**src/rtl/cycle_ctl.sv**
```systemverilog
// Processor cycle controller: START/WAIT/CYCLE flags and KC->PC sequencing.
// Ports: __clk, clm_ (sync clear); panel/sequencer pulses in; phase and cycle-select flags out.
module cycle_ctl #(
    parameter int KC_TICKS = 3,
    parameter int PC_TICKS = 2,
    parameter int IRQ_CH   = 4,
    parameter int IRQ_W    = 2
) (
    input  logic              __clk,
    input  logic              clm_,
    input  logic              start_req,
    input  logic              stop_req,
    input  logic              cycle_req,
    input  logic              hlt_wx,
    input  logic              ekc,
    input  logic [IRQ_CH-1:0] irq,
    input  logic [IRQ_CH-1:0] irq_mask,
    input  logic              p_,
    input  logic              mc_,
    output logic              start,
    output logic              wait_,
    output logic              run,
    output logic              kc,
    output logic              pc,
    output logic              pr,
    output logic              przerw,
    output logic [IRQ_W-1:0]  irq_num,
    output logic              sp0,
    output logic              sp1,
    output logic              si1,
    output logic              busy
);

    typedef enum logic [1:0] {
        S_IDLE,
        S_KC,
        S_PC,
        S_EXEC
    } state_t;

    localparam logic [7:0] KC_LAST = 8'(KC_TICKS - 1);
    localparam logic [7:0] PC_LAST = 8'(PC_TICKS - 1);

    state_t            state;
    logic [7:0]        cnt;
    logic              start_q;
    logic              wait_q;
    logic              cyc_q;
    logic              pr_q;
    logic              przerw_q;
    logic [IRQ_W-1:0]  irq_num_q;

    logic [IRQ_CH-1:0] req_v;
    logic              irq_ok;
    logic              kc_last;
    logic              pc_last;

    // Lowest-numbered eligible channel wins.
    function automatic logic [IRQ_W-1:0] lowest(input logic [IRQ_CH-1:0] v);
        lowest = '0;
        for (int i = IRQ_CH - 1; i >= 0; i--) begin
            if (v[i]) lowest = IRQ_W'(i);
        end
    endfunction

    assign req_v   = irq & irq_mask;
    assign irq_ok  = (|req_v) & p_ & mc_ & (start_q | cyc_q);
    assign kc_last = (state == S_KC) && (cnt == KC_LAST);
    assign pc_last = (state == S_PC) && (cnt == PC_LAST);

    assign start   = start_q;
    assign wait_   = ~wait_q;
    assign run     = start_q & ~wait_q;
    assign kc      = (state == S_KC);
    assign pc      = (state == S_PC);
    assign pr      = pr_q;
    assign przerw  = przerw_q;
    assign irq_num = irq_num_q;
    assign sp0     = pc & ~pr_q & ~przerw_q;
    assign sp1     = pc & pr_q;
    assign si1     = pc & przerw_q;
    assign busy    = (state != S_IDLE);

    always_ff @(posedge __clk) begin
        if (!clm_) begin
            state     <= S_IDLE;
            cnt       <= 8'd0;
            start_q   <= 1'b0;
            wait_q    <= 1'b0;
            cyc_q     <= 1'b0;
            pr_q      <= 1'b0;
            przerw_q  <= 1'b0;
            irq_num_q <= '0;
        end else begin
            if (stop_req)       start_q <= 1'b0;
            else if (start_req) start_q <= 1'b1;

            if (stop_req || si1) wait_q <= 1'b0;
            else if (hlt_wx)     wait_q <= 1'b1;

            // A step request arriving on the last KC clock survives the clear.
            cyc_q <= cycle_req | (cyc_q & ~kc_last);

            unique case (state)
                S_IDLE: begin
                    if (run || cyc_q || (start_q && irq_ok)) begin
                        state <= S_KC;
                        cnt   <= 8'd0;
                    end
                end
                S_KC: begin
                    if (kc_last) begin
                        przerw_q <= irq_ok;
                        pr_q     <= ~irq_ok & (run | cyc_q);
                        if (irq_ok) irq_num_q <= lowest(req_v);
                        state <= S_PC;
                        cnt   <= 8'd0;
                    end else begin
                        cnt <= cnt + 8'd1;
                    end
                end
                S_PC: begin
                    if (pc_last) begin
                        state <= (pr_q || przerw_q) ? S_EXEC : S_IDLE;
                        cnt   <= 8'd0;
                    end else begin
                        cnt <= cnt + 8'd1;
                    end
                end
                S_EXEC: begin
                    if (ekc) begin
                        state <= S_KC;
                        cnt   <= 8'd0;
                    end
                end
                default: begin
                    state <= S_IDLE;
                    cnt   <= 8'd0;
                end
            endcase
        end
    end

endmodule

```
**config.mk**
```make
export PLATFORM = sky130hd
export DESIGN_NAME = cycle_ctl
export DESIGN_NICKNAME = d
export VERILOG_FILES = /design/src/rtl/cycle_ctl.sv
export SDC_FILE = /design/constraint.sdc
export NUM_CORES = 1
export LEC_CHECK = 0
export CORE_MARGIN = 2
export CORE_UTILIZATION = 53
export CTS_BUF_LIST = sky130_fd_sc_hd__clkbuf_2 sky130_fd_sc_hd__clkbuf_4 sky130_fd_sc_hd__clkbuf_8
export DETAILED_ROUTE_END_ITERATION = 10
export GPL_TIMING_DRIVEN = 0
export PLACE_DENSITY = 0.95
export SYNTH_ARGS = -nofsm -noshare
export SYNTH_HDL_FRONTEND = slang
export SYNTH_SLANG_ARGS = --single-unit
```
**constraint.sdc**
```tcl
create_clock -name __clk -period 4.65 [get_ports __clk]
set_clock_uncertainty 0.1 [all_clocks]
set_input_delay 1.1625 -clock __clk [delete_from_list [all_inputs] [get_ports __clk]]
set_output_delay 1.1625 -clock __clk [all_outputs]
set_load 0.02 [all_outputs]
```
======== After elaboration in Yosys (flattened, before gate mapping) ========
Index checks and enable logic that the tools add are counted.
word-level totals
  register bits ........................... 17
  bits of input ports ..................... 17
  output and inout port bits .............. 13
  logic and storage cells ................. 69
operators by class
  add/sub/neg operators ................... 1
  eq/ne operators ......................... 9
  multiplexer cells ....................... 15
  bitwise gates (word level) .............. 20
  reductions and logical operators ........ 16
operator list
  operator                                                number
  2-to-1 mux 8 bit                                        4
  one-hot mux 8 bit (4 select lines)                      1
  2-to-1 mux 2 bit                                        9
  AND 1 bit                                               10
  adder 8 x 1 -> 8 bit (second input constant)            1
  equality test 8 x 1 -> 1 bit (second input constant)    1
  equality test 8 x 2 -> 1 bit (second input constant)    1
  one-hot mux 2 bit (4 select lines)                      1
  NOT 1 bit                                               6
  AND 4 bit                                               1
  equality test 2 bit (second input constant)             2
  logical OR 1 bit                                        4
  inequality test 2 x 1 -> 1 bit (second input constant)  2
  inequality test 2 bit (second input constant)           2
  AND reduction 2 bit                                     2
  AND reduction 4 bit                                     1
  OR reduction 2 bit                                      2
  OR reduction 4 bit                                      1
  logical AND 1 bit                                       3
  bitwise OR 1 bit                                        3
  AND reduction 3 bit                                     1
  equality test 2 x 1 -> 1 bit (second input constant)    1
  zero test 2 bit                                         1
  nonzero test 2 bit                                      1

======== Logic depth before layout (Yosys ltp) ========
Gate-level depths: netlist of run 1.
  depth in word-level cells ............... 9
  depth in mapped cells ................... 7
  depth with buffers taken out ............ 7

======== Least setup slack after synthesis of run 1 ========
Ideal clock, no wire load.
  path kind ............................... register to output
  start point ............................. register state[0]
  end point ............................... output sp0
  arrival ................................. 1.298 ns
  required time ........................... 3.388 ns
  setup slack ............................. 2.090 ns
  stages on the path, launching flop included .. 4
  buffers on the path ..................... 0
  cells stage by stage .................... dfxtp_1 -> inv_1 -> ha_1 -> nor3b_1
on the way
  cells in the longest elaborated chain, start to end .. 3
RTL lines
  element                  line  RTL
  from (decl)              44    state_t state;
  from (signal assigned)   124   state <= (pr_q || przerw_q) ? S_EXEC : S_IDLE;
  equality test 2 bit      75    assign pc = (state == S_PC);
  via pc                   24    output logic pc,
  AND 1 bit (2 in series)  79    assign sp0 = pc & ~pr_q & ~przerw_q;
  to (decl)                28    output logic sp0,
The timed path passes the listed nets, and every way through them passes these cells.

======== Worst setup path in the final report of run 1 ========
  start point ............................. register state[0]
  end point ............................... output si1
on the way
  cells in the longest elaborated chain, start to end .. 2
RTL lines
  element              line  RTL
  equality test 2 bit  75
  AND 1 bit            81    assign si1 = pc & przerw_q;
  to (decl)            30    output logic si1,
No other way between the ends.

==> reports/qor.yml, run 1 <==
status:
  outcome: "complete, no violations"
clock_tree:
  cts.repair.resized: 0
  htreeDepth: 1
  cts_buffer_depth: 2
  postCtsSetupBuffers: 0
  numCtsBuffers: 3
  hold_buffers: 0
  clkLatencyLatePin_ps: 310
  clk_pin_slew_ps: 110
  cts-root-buf: "clkbuf_4"
  cts_tree: "yes"
  clock-sinks: 17
timing:
  period_share_pct: 68.6
  rsz0062_at_grt: "false"
  finalSetupViolations: 0
  tns_ps: 0
  slew_headroom_pct: 67.2
  max_freq_ghz: 0.313
  timing.final.ws_setup_ps: 1460
  slew_violations: 0
  worst_slew_pin_slew_ps: 492
  layout_min_cycle_time_ps: 3190
  hold_violations: 0
power_and_ir_drop:
  power.static_leakage_nw: 0.508
  power_density_nw_per_um2: 313
  peakVddDrop_mv: 0.235
  p_total_mw: 0.441
critical_path:
  crit_path_end_kind: "primary output"
  slowest_delay_ps: 640
  worstPathArrival_ps: 1930
  reg2reg_slack_ps: 2710
  start_kind: "flop"
  timing.rr.end: "cnt[7]"
  rr_worst_depth: 7
  required_ps: 3390
  worstSetupPathType: "reg -> out"
  cp_max_fo: 7
  critPathSlowestCell: "clkdlybuf4s50_1"
  crit_chain: "inv_1 -> ha_1 -> and2_1 -> clkdlybuf4s50_1"
  timing.rr.start: "state[0]"
placed_design:
  gp_congestion: 0.807
  dp_hpwl_um: 2070
  dpl_cell_area_um2: 1380
  pre_cts_ws_ps: 1520
  io_buffer_count: 28
synth:
  avgSynthCellArea_um2: 8.95
  ys_warn_count: 0
  synth_top_area_share_pct: 32.0
  syn_nets: 143
  yosysSeqAreaShare_pct: 32.0
  synthTopCellsByArea: "dfxtp_1 (32%), ha_1 (8.2%), nor2_1 (5.6%), a21oi_1 (3.8%), a32o_1 (3.8%)"
  syn-cell-area_um2: 1060
  async_flop_share_pct: 0
  syn_inst: 119
  synth_commonest_cells: "dfxtp_1 (17), nor2_1 (16), a21oi_1 (8), ha_1 (7)"
  synth_edf_count: 0
  yosysUniqueCellTypes: 40
  synth.largest_area_cell: "dfxtp_1"
  ys_seq_elements: 17
  yosysMostFrequentCell: "dfxtp_1"
  synthFlopType: "dfxtp_1"
drt:
  drt-total-wl_um: 2600
  drtPass1Iterations: 4
  routedWlPerCell_um: 14.6
  num_vias: 1048
  drc: 0
  antenna_left: 0
  drt-initial-drc-count: 29
  drt-vias-per-instance: 5.89
worst_hold_path:
  min-delay-start: "irq_num[0]"
  min_to: "irq_num[0]"
  hold-path-cell-count: 2
  hp-class: "reg -> reg"
cells_and_area:
  areaGrowthSynthToFinish_pct: 32.3
  layout-drive-gt1-share_pct: 11.9
  final_cell_area_um2: 1410
  finalNetCount: 176
  antennaDiodeCount: 0
global_route:
  grt_pass1_wl_um: 4610
  antenna_found_initial: 0
  grtUsageMet3_pct: 1.53
  met1_usage_pct: 31.5
  use_met2_pct: 41.3
  overflow: 0
  grt_pass1_vias: 967
  busiest_layer: "met2"
  grt_max_degree: 11
  grt_usage_pct: 24.8
floorplanning:
  ioPinCount: 30
  start_util_pct: 55.4
  fp.dieArea_um2: 2380
  die_h_um: 48.8
  fp-row-count: 16
  die_w_um: 48.8
  core_um2: 1920
run:
  drv_cap: 0
## kinds of logic (layout without fill, tap and decap cells)
family | count (synthesis) | in the layout | share of synthesized area [%]
fa+ha+maj | 7 | 7 | 8.23
simple gates | 52 | 52 | 28.6
buf+inv | 10 | 42 | 4.23
flops | 17 | 17 | 32.0
compound gates | 31 | 31 | 25.1
mux | 2 | 2 | 1.88
## registers in the layout, indices dropped and copies added (netlist names)
name / flops
cnt: 8
irq_num: 2
state: 2
cyc_q: 1
pr: 1
przerw: 1
start: 1
wait_q: 1
## stage by stage
step	hold WS, ps	util, %	std cells
floorplan	382	-	119
global placement	377	71.7	174
detailed placement	385	71.7	174
CTS	412	73.3	178
global route	438	73.3	178
finish	404	73.3	178
## cells in the final DEF, fill, tap and decap left out, drive strengths merged
master         instances
a31oi                  1
a32oi                  2
o221a                  1
inv                    7
nor3                   5
buf                    1
nand2                  6
a22o                   1
o21ai                  5
a311oi                 1
a31o                   1
nor2                  16
clkbuf                 6
o21a                   2
ha                     7
a32o                   4
dfxtp                 17
and2b                  2
o2bb2ai                1
a21oi                  8
or3                    2
nor3b                  5
nand2b                 2
nand3                  4
o31a                   1
nor4                   2
nand4                  2
nor2b                  1
a22oi                  3
and3                   2
clkdlybuf4s50         28
and2                   3
mux2i                  2
## how the worst max path moves through the flow
stage                         from         end  slack, ps  cells after the start
after floorplan           state[0]         sp0       2090                      3
after global placement      irq[3]      cnt[0]       1610                      6
after detailed placement    irq[3]  irq_num[1]       1520                      6
after CTS                 state[0]         si1       1460                      4
after global routing      state[0]         si1       1380                      4
final                     state[0]         si1       1460                      4
## final cells by class
| class | instances | area (um2) |
|---|---|---|
| Clock buffer | 4 | 30.0 |
| Inverter | 7 | 26.3 |
| Tap cell | 27 | 33.8 |
| Buffer | 3 | 18.8 |
| Multi-Input combinational cell | 92 | 679 |
| Fill cell | 146 | 513 |
| Timing Repair Buffer | 28 | 280 |
| Sequential cell | 17 | 340 |
## routing by layer
layer  routed length (um)  vias to the layer above
met3                  101                        7
met4                   77                        0
met5                    0                        -
met2                 1330                       36
li1                     -                      505
met1                 1090                      500
## where the power goes
| part | switching (mW) | internal (mW) | leakage, nW |
|---|---|---|---|
| registers | 0.00891 | 0.153 | 0.138 |
| clock network | 0.0530 | 0.0394 | 0.0184 |
| logic | 0.101 | 0.0857 | 0.352 |
## worst max-delay path: cells and delay by family, from the launching register on
kind	cells	cell delay [ps]
and+or+nand+nor	1	250
buffers and inverters	2	730
DFF	1	360
adders and majority gates	1	280
Note: power is estimated with default switching activity, not from simulation.
==> run 2, diff against run 1 <==
--- a/config.mk
+++ b/config.mk
@@ -6,11 +6,11 @@
 export NUM_CORES = 1
 export LEC_CHECK = 0
 export CORE_MARGIN = 2
-export CORE_UTILIZATION = 53
+export CORE_UTILIZATION = 44
 export CTS_BUF_LIST = sky130_fd_sc_hd__clkbuf_2 sky130_fd_sc_hd__clkbuf_4 sky130_fd_sc_hd__clkbuf_8
 export DETAILED_ROUTE_END_ITERATION = 10
 export GPL_TIMING_DRIVEN = 0
-export PLACE_DENSITY = 0.95
+export PLACE_DENSITY = 0.89
 export SYNTH_ARGS = -nofsm -noshare
 export SYNTH_HDL_FRONTEND = slang
 export SYNTH_SLANG_ARGS = --single-unit
==> constraint.sdc (replaced) <==
create_clock -name __clk -period 2.6 [get_ports __clk]
set_clock_uncertainty 0.1 [all_clocks]
set_input_delay 0.65 -clock __clk [delete_from_list [all_inputs] [get_ports __clk]]
set_output_delay 0.65 -clock __clk [all_outputs]
set_load 0.02 [all_outputs]
==> reports/qor.yml, run 2 (same netlist as run 1, synthesis figures left out) <==
global_route:
  antenna_found_initial: 0  # unchanged
  grt_pass1_vias: 903  # was 967
  grt_pass1_wl_um: 4020  # was 4610 um
  overflow: 0  # unchanged
  grt_max_degree: 11  # unchanged
  grt_usage_pct: 20.2  # was 24.8%
critical_path:
  path_delay_family: "buffers and inverters"  # unchanged
  critPathSlowestCell: "clkdlybuf4s50_1"  # unchanged
  required_ps: 1850  # was 3390 ps
  slowest_delay_ps: 620  # was 640 ps
  crit_buf_inv: 3  # was 2
  cp_max_fo: 4  # was 7
  worstSetupPathType: "reg -> out"  # unchanged
  cp_common_cell: "inv_1"
  crit_path_end_kind: "primary output"  # unchanged
  worstPathArrival_ps: 1690  # was 1930 ps
  crit_chain: "inv_1 -> ha_1 -> inv_1 -> clkdlybuf4s50_1"  # was inv_1 -> ha_1 -> and2_1 -> clkdlybuf4s50_1
  start_kind: "flop"  # unchanged
timing:
  timing.final.ws_setup_ps: 159  # was 1460 ps
  holdWs_ps: 399  # was 404 ps
  rsz0062_at_grt: "false"  # unchanged
  hold_violations: 0  # unchanged
  slew_headroom_pct: 67.9  # was 67.2%
  layout_min_cycle_time_ps: 2440
  period_share_pct: 93.9
  worst_slew_pin_slew_ps: 482  # was 492 ps
  finalSetupViolations: 0  # unchanged
  slew_violations: 0  # unchanged
  max_freq_ghz: 0.410
  tns_ps: 0  # unchanged
drt:
  drt-vias-per-instance: 5.59  # was 5.89
  num_vias: 1000  # was 1048
  drt-total-wl_um: 2560  # was 2600 um
  drtPass1Iterations: 4  # unchanged
  antenna_left: 0  # unchanged
  drc: 0  # unchanged
  routedWlPerCell_um: 14.3  # was 14.6 um
  drt-initial-drc-count: 27  # was 29
placed_design:
  gp_congestion: 0.789  # was 0.807
  io_buffer_count: 28  # unchanged
  pre_cts_ws_ps: 6.61  # was 1520 ps
  dp_hpwl_um: 2070  # about the same
cells_and_area:
  final_common_cell: "clkdlybuf4s50_1"  # unchanged
  layout-drive-gt1-share_pct: 11.9  # unchanged
  largest_reg_flops: 8  # unchanged
  antennaDiodeCount: 0  # unchanged
  areaGrowthSynthToFinish_pct: 32.4  # was 32.3%
  final_cell_mix: "clkdlybuf4s50_1 (25), dfxtp_1 (17), nor2_1 (16), a21oi_1 (8), ha_1 (7)"  # was clkdlybuf4s50_1 (28), dfxtp_1 (17), nor2_1 (16), a21oi_1 (8), ha_1 (7)
  regMostFlops: "cnt"  # unchanged
  finalNetCount: 176  # unchanged
clock_tree:
  cts_tree: "yes"  # unchanged
  clock-sinks: 17  # unchanged
  cts_buffer_depth: 2  # unchanged
  clkLatencyLatePin_ps: 290  # was 310 ps
  cts-root-buf: "clkbuf_4"  # unchanged
  hold_buffers: 0  # unchanged
  clk_pin_slew_ps: 100  # was 110 ps
  numCtsBuffers: 3  # unchanged
  htreeDepth: 1  # unchanged
floorplanning:
  start_util_pct: 47.2  # was 55.4%
  die_w_um: 53.2  # was 48.8 um
  core_um2: 2250  # was 1920 um2
  die_h_um: 53.2  # was 48.8 um
  fp.dieArea_um2: 2830  # was 2380 um2
  ioPinCount: 30  # unchanged
  fp-row-count: 17  # was 16
power_and_ir_drop:
  p_total_mw: 0.782  # was 0.441 mW
  combinationalPowerShare_pct: 43.2  # was 42.3%
  p_sw_mw: 0.285  # was 0.163 mW
  pwr-share-clk_pct: 19.8  # was 20.9%
  peakVddDrop_mv: 0.375  # was 0.235 mV
  power.static_leakage_nw: 0.537  # was 0.508 nW
  seqPwrFrac_pct: 37.0  # was 36.7%
  p_int_mw: 0.497  # was 0.278 mW
  swShare_pct: 36.5  # was 36.9%
  power_density_nw_per_um2: 555  # was 313 nW/um2
status:
  outcome: "complete, no violations"  # unchanged
worst_hold_path:
  hp-class: "reg -> reg"  # unchanged
run:
  drv_cap: 0  # unchanged
## run 2: cell types whose count changed in the layout (fill, tap and decap cells not counted)
cell	delta
clkdlybuf4s50_1	-3
dlymetal6s2s_1	+1
dlygate4sd2_1	+2
## run 2: metrics by stage
step	cell area [um2]	util (%)	instances
floorplan	1060	-	119
global route	1410	62.5	179
CTS	1410	62.4	179
global placement	1380	61.2	175
finish	1410	62.5	179
detailed placement	1380	61.2	175
## run 2: area by class of cell
type | instances | area, um2
Buffer | 3 | 18.8
Clock buffer | 4 | 30.0
Fill cell | 186 | 845
Inverter | 7 | 26.3
Multi-Input combinational cell | 92 | 679
Sequential cell | 17 | 340
Tap cell | 28 | 35.0
Timing Repair Buffer | 28 | 280
## run 2: final timing paths
path	startpoint	endpoint	slack, ps	depth (start not counted)
min	irq_num[0]	irq_num[0]	400	2
max	state[0]	busy	160	4
min reg2reg	irq_num[0]	irq_num[0]	400	2
max reg2reg	state[0]	cnt[3]	680	7
## run 2: repair_timing
| action | CTS | global route |
|---|---|---|
| endpoints found under the setup margin | 2 | 1 |
| buffers inserted | 0 | 0 |
| cloned | 0 | 0 |
| endpoints found under the hold margin | 0 | 0 |
| gates resized for setup | 2 | 1 |
## run 2: per-layer routing
metal	wire length (um)	share of wire [%]	global-route usage, %	up-vias
li1	-	-	-	501
met3	50	2.0	3.39	4
met1	1080	42	23.0	480
met2	1380	54	34.6	15
met5	0	0	0	-
met4	53	2.1	12.8	0
## run 2: tightest hold or removal path, cell delays in order (launching register included)
cell and delay [ps]:
dfxtp_1 330, mux2i_1 60, nor2_1 70
## run 2: power groups by stage
stage	Sequential, mW	Combinational [mW]	Clock (mW)
2_1_floorplan	0.292	0.230	0
3_3_place_gp	0.293	0.324	0
3_5_place_dp	0.296	0.338	0
4_1_cts	0.290	0.338	0.162
5_1_grt	0.291	0.368	0.180
6_report	0.290	0.338	0.155
==> run 3, diff against run 2 <==
--- a/config.mk
+++ b/config.mk
@@ -11,6 +11,7 @@
 export DETAILED_ROUTE_END_ITERATION = 10
 export GPL_TIMING_DRIVEN = 0
 export PLACE_DENSITY = 0.89
+export SLEW_MARGIN = 20
 export SYNTH_ARGS = -nofsm -noshare
 export SYNTH_HDL_FRONTEND = slang
 export SYNTH_SLANG_ARGS = --single-unit
==> results of run 3 <==
The final DEF is identical to that of run 2; final timing and power are the same.
